### src/rtl/store_monitor_if.sv
// store_monitor_if: data-memory store bus of the core.
// master = core side, slave = monitor side.
interface store_monitor_if #(
  parameter int DW = 64
);
  logic [1:0]    memwrite;
  logic [DW-1:0] dataadr;
  logic [DW-1:0] writedata;

  modport master (
    output memwrite,
    output dataadr,
    output writedata
  );

  modport slave (
    input memwrite,
    input dataadr,
    input writedata
  );
endinterface

### src/rtl/store_monitor.sv
// store_monitor: store-signature pass/timeout checker with cycle count.
// Optional store log FIFO enabled by defining STORE_MONITOR_LOG_EN.
module store_monitor #(
  parameter int DW       = 64,
  parameter int NSIG     = 8,
  parameter int TIMEOUT  = 1580,
  parameter int LOGDEPTH = 8,
  localparam int SW      = (NSIG > 1) ? $clog2(NSIG) : 1
) (
  input  logic              clk,
  input  logic              reset,
  input  logic              start,
  store_monitor_if.slave    bus,
  input  logic              cfg_we,
  input  logic [SW-1:0]     cfg_idx,
  input  logic [DW-1:0]     cfg_adr,
  input  logic [DW-1:0]     cfg_dat,
  input  logic              cfg_vld,
  output logic              busy,
  output logic              done,
  output logic              pass,
  output logic              timeout,
  output logic [SW-1:0]     hit_idx,
  output logic [31:0]       cycles,
  output logic [31:0]       store_cnt,
  input  logic              log_rd,
  output logic [DW-1:0]     log_adr,
  output logic [DW-1:0]     log_dat,
  output logic              log_empty
);

  typedef enum logic [1:0] {
    IDLE,
    RUN,
    PASS,
    TOUT
  } state_t;

  state_t state, state_nx;

  logic [DW-1:0]   sig_adr [NSIG];
  logic [DW-1:0]   sig_dat [NSIG];
  logic [NSIG-1:0] sig_vld;

  logic          st;
  logic          act;
  logic          hit;
  logic [SW-1:0] hit_nx;
  logic          last;

  assign st   = |bus.memwrite;
  assign act  = st && !start && (state == RUN);
  assign last = (cycles == 32'(TIMEOUT - 1));

  // lowest valid entry matching the current store, old table contents
  always_comb begin
    hit    = 1'b0;
    hit_nx = '0;
    for (int i = NSIG - 1; i >= 0; i--) begin
      if (sig_vld[i] &&
          sig_adr[i] == bus.dataadr &&
          sig_dat[i] == bus.writedata) begin
        hit    = 1'b1;
        hit_nx = SW'(i);
      end
    end
  end

  // state register
  always_ff @(posedge clk or negedge reset) begin
    if (!reset) state <= IDLE;
    else        state <= state_nx;
  end

  // next state: start dominates, match beats timeout
  always_comb begin
    state_nx = state;
    if (start)                state_nx = RUN;
    else if (state == RUN) begin
      if (act && hit)         state_nx = PASS;
      else if (last)          state_nx = TOUT;
    end
  end

  assign busy    = (state == RUN);
  assign pass    = (state == PASS);
  assign timeout = (state == TOUT);
  assign done    = pass || timeout;

  // run counters and latched hit index
  always_ff @(posedge clk or negedge reset) begin
    if (!reset) begin
      cycles    <= '0;
      store_cnt <= '0;
      hit_idx   <= '0;
    end else if (start) begin
      cycles    <= '0;
      store_cnt <= '0;
      hit_idx   <= '0;
    end else if (state == RUN) begin
      cycles <= cycles + 32'd1;
      if (act && store_cnt != '1) store_cnt <= store_cnt + 32'd1;
      if (act && hit)             hit_idx   <= hit_nx;
    end
  end

  // signature valid bits, cleared by reset
  always_ff @(posedge clk or negedge reset) begin
    if (!reset)      sig_vld          <= '0;
    else if (cfg_we) sig_vld[cfg_idx] <= cfg_vld;
  end

  // signature address/data storage
  always_ff @(posedge clk) begin
    if (cfg_we) begin
      sig_adr[cfg_idx] <= cfg_adr;
      sig_dat[cfg_idx] <= cfg_dat;
    end
  end

`ifdef STORE_MONITOR_LOG_EN
  localparam int LW = (LOGDEPTH > 1) ? $clog2(LOGDEPTH) : 1;

  logic [DW-1:0] lg_adr [LOGDEPTH];
  logic [DW-1:0] lg_dat [LOGDEPTH];
  logic [LW-1:0] head;
  logic [LW-1:0] tail;
  logic [LW:0]   cnt;
  logic          push;
  logic          pop;
  logic          full;

  assign push = st && !start;
  assign pop  = log_rd && (cnt != '0);
  assign full = (cnt == (LW+1)'(LOGDEPTH));
  assign tail = head + cnt[LW-1:0];

  // pointers: pop on old head, overwrite oldest when full
  always_ff @(posedge clk or negedge reset) begin
    if (!reset) begin
      head <= '0;
      cnt  <= '0;
    end else begin
      head <= head + LW'(pop) + LW'(push && full && !pop);
      if (push && !pop && !full)  cnt <= cnt + 1'b1;
      else if (pop && !push)      cnt <= cnt - 1'b1;
    end
  end

  // log storage
  always_ff @(posedge clk) begin
    if (push) begin
      lg_adr[tail] <= bus.dataadr;
      lg_dat[tail] <= bus.writedata;
    end
  end

  assign log_empty = (cnt == '0);
  assign log_adr   = log_empty ? '0 : lg_adr[head];
  assign log_dat   = log_empty ? '0 : lg_dat[head];
`else
  logic unused_log;

  assign unused_log = log_rd ^ (LOGDEPTH == 0);
  assign log_adr    = '0;
  assign log_dat    = '0;
  assign log_empty  = 1'b1;
`endif

endmodule

### src/flat_wrapper.sv
// flat-port wrapper written by rule: the top's interface ports become plain ports
module store_monitor_flat 
#(
  parameter int DW       = 64,
  parameter int NSIG     = 8,
  parameter int TIMEOUT  = 1580,
  parameter int LOGDEPTH = 8,
  localparam int SW      = (NSIG > 1) ? $clog2(NSIG) : 1
)
  (clk, reset, start, cfg_we, cfg_idx, cfg_adr, cfg_dat, cfg_vld, busy, done, pass, timeout, hit_idx, cycles, store_cnt, log_rd, log_adr, log_dat, log_empty, bus_memwrite, bus_dataadr, bus_writedata);
  store_monitor_if #(.DW(DW)) bus_i ();
  input  logic clk;
  input  logic reset;
  input  logic start;
  input  logic cfg_we;
  input  logic [SW-1:0] cfg_idx;
  input  logic [DW-1:0] cfg_adr;
  input  logic [DW-1:0] cfg_dat;
  input  logic cfg_vld;
  output logic busy;
  output logic done;
  output logic pass;
  output logic timeout;
  output logic [SW-1:0] hit_idx;
  output logic [31:0] cycles;
  output logic [31:0] store_cnt;
  input  logic log_rd;
  output logic [DW-1:0] log_adr;
  output logic [DW-1:0] log_dat;
  output logic log_empty;
  input wire logic [$bits(bus_i.memwrite)-1:0] bus_memwrite;
  input wire logic [$bits(bus_i.dataadr)-1:0] bus_dataadr;
  input wire logic [$bits(bus_i.writedata)-1:0] bus_writedata;
  assign bus_i.memwrite = bus_memwrite;
  assign bus_i.dataadr = bus_dataadr;
  assign bus_i.writedata = bus_writedata;
  store_monitor #(.DW(DW), .NSIG(NSIG), .TIMEOUT(TIMEOUT), .LOGDEPTH(LOGDEPTH)) u_core (.clk(clk), .reset(reset), .start(start), .bus(bus_i), .cfg_we(cfg_we), .cfg_idx(cfg_idx), .cfg_adr(cfg_adr), .cfg_dat(cfg_dat), .cfg_vld(cfg_vld), .busy(busy), .done(done), .pass(pass), .timeout(timeout), .hit_idx(hit_idx), .cycles(cycles), .store_cnt(store_cnt), .log_rd(log_rd), .log_adr(log_adr), .log_dat(log_dat), .log_empty(log_empty));
endmodule
### config.mk
export PLATFORM = sky130hd
export DESIGN_NAME = store_monitor_flat
export DESIGN_NICKNAME = d
export VERILOG_FILES = /design/src/rtl/store_monitor_if.sv /design/src/rtl/store_monitor.sv /design/src/flat_wrapper.sv
export SDC_FILE = /design/constraint.sdc
export NUM_CORES = 2
export LEC_CHECK = 0
export ABC_AREA = 1
export BUFFER_PORTS_ARGS = -buffer_cell sky130_fd_sc_hd__buf_2
export CAP_MARGIN = 25
export CORE_MARGIN = 4
export CORE_UTILIZATION = 30
export CTS_CLUSTER_DIAMETER = 30
export CTS_CLUSTER_SIZE = 20
export DETAILED_ROUTE_END_ITERATION = 6
export PLACE_DENSITY = 0.51
export SKIP_LAST_GASP = 1
export SLEW_MARGIN = 10
export SYNTH_ARGS = -nofsm -noshare
export SYNTH_HDL_FRONTEND = slang
export SYNTH_SLANG_ARGS = --single-unit
### constraint.sdc
create_clock -name clk -period 5.8 [get_ports clk]
set_input_delay 1.16 -clock clk [delete_from_list [all_inputs] [get_ports clk]]
set_output_delay 1.16 -clock clk [all_outputs]
set_load 0.02 [all_outputs]
==> impl_metrics.json <==
{
  "period_share": 0.640,
  "clkSinkCount": 1101,
  "antenna_found_initial": 41,
  "yosysTopAreaCell": "edfxtp_1",
  "rsz0062_at_grt": "no",
  "critical_path_required_ns": 6.61,
  "grt_pass1_wl_um": 374000,
  "port_buffers": 336,
  "cp.arrival_ns": 4.53,
  "row_count": 153,
  "synthTopCellsByArea": "edfxtp_1 58%, nand2_1 13%, inv_1 6.3%",
  "yosysMostFrequentCell": "nand2_1",
  "htreeDepth": 5,
  "crit_path_max_fanout": 9,
  "dieArea_sq_um": 182000,
  "synth_top_area_share": 0.583,
  "wire_per_inst_um": 33.8,
  "synthCells": 5542,
  "place_area_sq_um": 56700,
  "r2r-start": "u_core.sig_dat[1][30]$_DFFE_PP_",
  "power.leakage_nw": 28.6,
  "syn_area_sq_um": 52700,
  "coreArea_sq_um": 174000,
  "synthFlopType": "edfxtp_1",
  "holdCritPathClass": "in -> async",
  "area_growth_pct": 26.9,
  "drt-initial-drc-count": 7054,
  "post-cts-setup-buffers": 0,
  "worstSetupStartpointType": "primary input",
  "layout.nets": 6390,
  "power_density_nw_per_um2": 417,
  "clk_pin_slew_ns": 0.04,
  "drc": 0,
  "ys_ff_latch": 1101,
  "drive_gt1_frac": 0.144,
  "skew_ns": 0.0658,
  "globalplace.congestion": 1.01,
  "cts_resized": 0,
  "postLayoutCellArea_sq_um": 66900,
  "die_w_um": 427,
  "fin_crit_ns": 3.71,
  "cts_tree": "yes",
  "globalRoute.totalOverflow": 0,
  "worst_pin_slew_ns": 1.27,
  "cts_buffers": 330,
  "syn_area_per_cell_sq_um": 9.51,
  "power.total_mw": 27.9,
  "start_util": 0.303,
  "reg2reg_depth": 15,
  "wirelength_um": 294000,
  "vdd_ir_drop_max_mv": 0.289,
  "die_height_um": 427,
  "vias": 44775,
  "max_slew_margin": 0.146,
  "setup_viol": 0,
  "antenna_left": 0,
  "hpwl_um": 223000,
  "synth_warnings": 0,
  "drv_slew": 0,
  "cp-end-kind": "register",
  "critPathKind": "in -> reg",
  "max_cap_viol_count": 0,
  "grtUsageTotal": 0.314,
  "grt_start_max_net_pins": 102,
  "synthArstFlopShare": 0.0699,
  "first_global_vias": 40399,
  "pin_count": 467,
  "dr.pass1.iters": 6,
  "synthDistinctLibCells": 49,
  "synth_edf_count": 1024,
  "ys_seq_area_frac": 0.620,
  "clock_latency_ns": 0.95,
  "final-hold-violation-count": 0,
  "fmax_mhz": 269,
  "cts.hold.buffers_added": 0,
  "regToRegEndpoint": "u_core.state[1]$_DFFE_PN0P_",
  "cts_max_path_buffers": 4,
  "n_fill_cell": 17366,
  "outcome": "finished, final reports clean",
  "root_buffer": "clkbuf_16",
  "synthTopCellsByCount": "1857 x nand2_1, 1024 x edfxtp_1, 887 x inv_1",
  "r2r_slack_ns": 2.25,
  "vias_per_cell": 5.15
}
[report_power, final]
group	switching [mW]	leakage, nW	internal (mW)
Clock	5.11	4.97	11.6
Combinational	1.69	13.3	0.408
Sequential	0.131	10.4	9.00
Total	6.94	28.6	21.0
[layout make-up]
cell class / count / area, sq um / area share
multi-input combinational: 3379 / 15500 / 0.231
tap: 2325 / 2910 / 0.0435
clock buffer: 409 / 8740 / 0.131
timing repair buffer: 376 / 2130 / 0.0319
inverter: 933 / 3520 / 0.0526
sequential: 1101 / 32700 / 0.488
clock inverter: 155 / 1420 / 0.0213
antenna: 20 / 50.0 / 0.000748
[metrics by stage]
stage               setup slack (ns)   util  std cells  setup TNS [ns]  hold WS [ns]
floorplan                      -1.56      -       5669         -396.51         0.481
global placement                1.43  0.325       8114               0         0.471
detailed placement              1.42  0.325       8114               0         0.473
CTS                             2.37  0.384       8678               0         0.199
global route                    2.03  0.384       8680               0         0.230
finish                          2.09  0.384       8698               0         0.232
[cell families after synthesis]
family	Yosys count	synth area share
compound gates	310	0.0327
xor+xnor	240	0.0399
fa+ha+maj	2	0.000475
buf+inv	1189	0.0971
flops	1101	0.620
mux	1	0.000214
other cells	2	0.000142
simple gates	2697	0.210
[sequential cells by signal, summed over array words and instances, names as in the netlist]
register          cells
u_core.sig_dat      512
u_core.state          2
u_core.sig_vld        8
u_core.sig_adr      512
u_core.store_cnt     32
u_core.hit_idx        3
u_core.cycles        32
[layout by cell type (no fill, tap or decap), types with 63 or more instances in the layout]
cell / count
edfxtp_1: 1024
inv_1: 887
o22ai_1: 100
clkinv_1: 66
xnor2_1: 190
clkbuf_16: 335
nand3_1: 63
conb_1: 129
nor2_1: 453
nand4_1: 201
nand2_1: 1857
clkbuf_1: 66
o21ai_0: 106
buf_2: 335
dfrtp_1: 77
[critical path, stage by stage]
cell and delay, ns:
buf_2 0.21, inv_1 0.35, or2_0 0.43, nand4_1 0.26, nor2_1 0.14, nand2_1 0.11
nor2_1 0.40, nand2_1 0.16, nor2_1 0.31, nand3_1 0.21, nand2_1 0.14, nor2_1 0.12
nand2_1 0.17, nand2_1 0.10, nand2_1 0.07, nand2_1 0.05, a21oi_1 0.12
[routing by layer]
layer / GRT usage / wire length, um / part of all wire / vias to the layer above
li1: - / - / - / 18841
met1: 0.416 / 115000 / 0.39 / 22122
met2: 0.470 / 127000 / 0.43 / 3266
met3: 0.0846 / 35000 / 0.12 / 534
met4: 0.161 / 16400 / 0.056 / 12
met5: 0 / 72 / 0.00024 / -
[how the worst max path moves through the flow]
| stage | from | end |
|---|---|---|
| 2_1_floorplan | cfg_we | u_core.sig_vld[0]$_DFFE_PN0P_ |
| 3_3_place_gp | bus_writedata[43] | u_core.state[1]$_DFFE_PN0P_ |
| 3_5_place_dp | bus_writedata[0] | u_core.state[1]$_DFFE_PN0P_ |
| 4_1_cts | bus_writedata[0] | u_core.state[1]$_DFFE_PN0P_ |
| 5_1_grt | bus_writedata[41] | u_core.state[1]$_DFFE_PN0P_ |
| 6_report | bus_writedata[41] | u_core.state[1]$_DFFE_PN0P_ |
No activity file was read; power rests on OpenSTA's default activity.
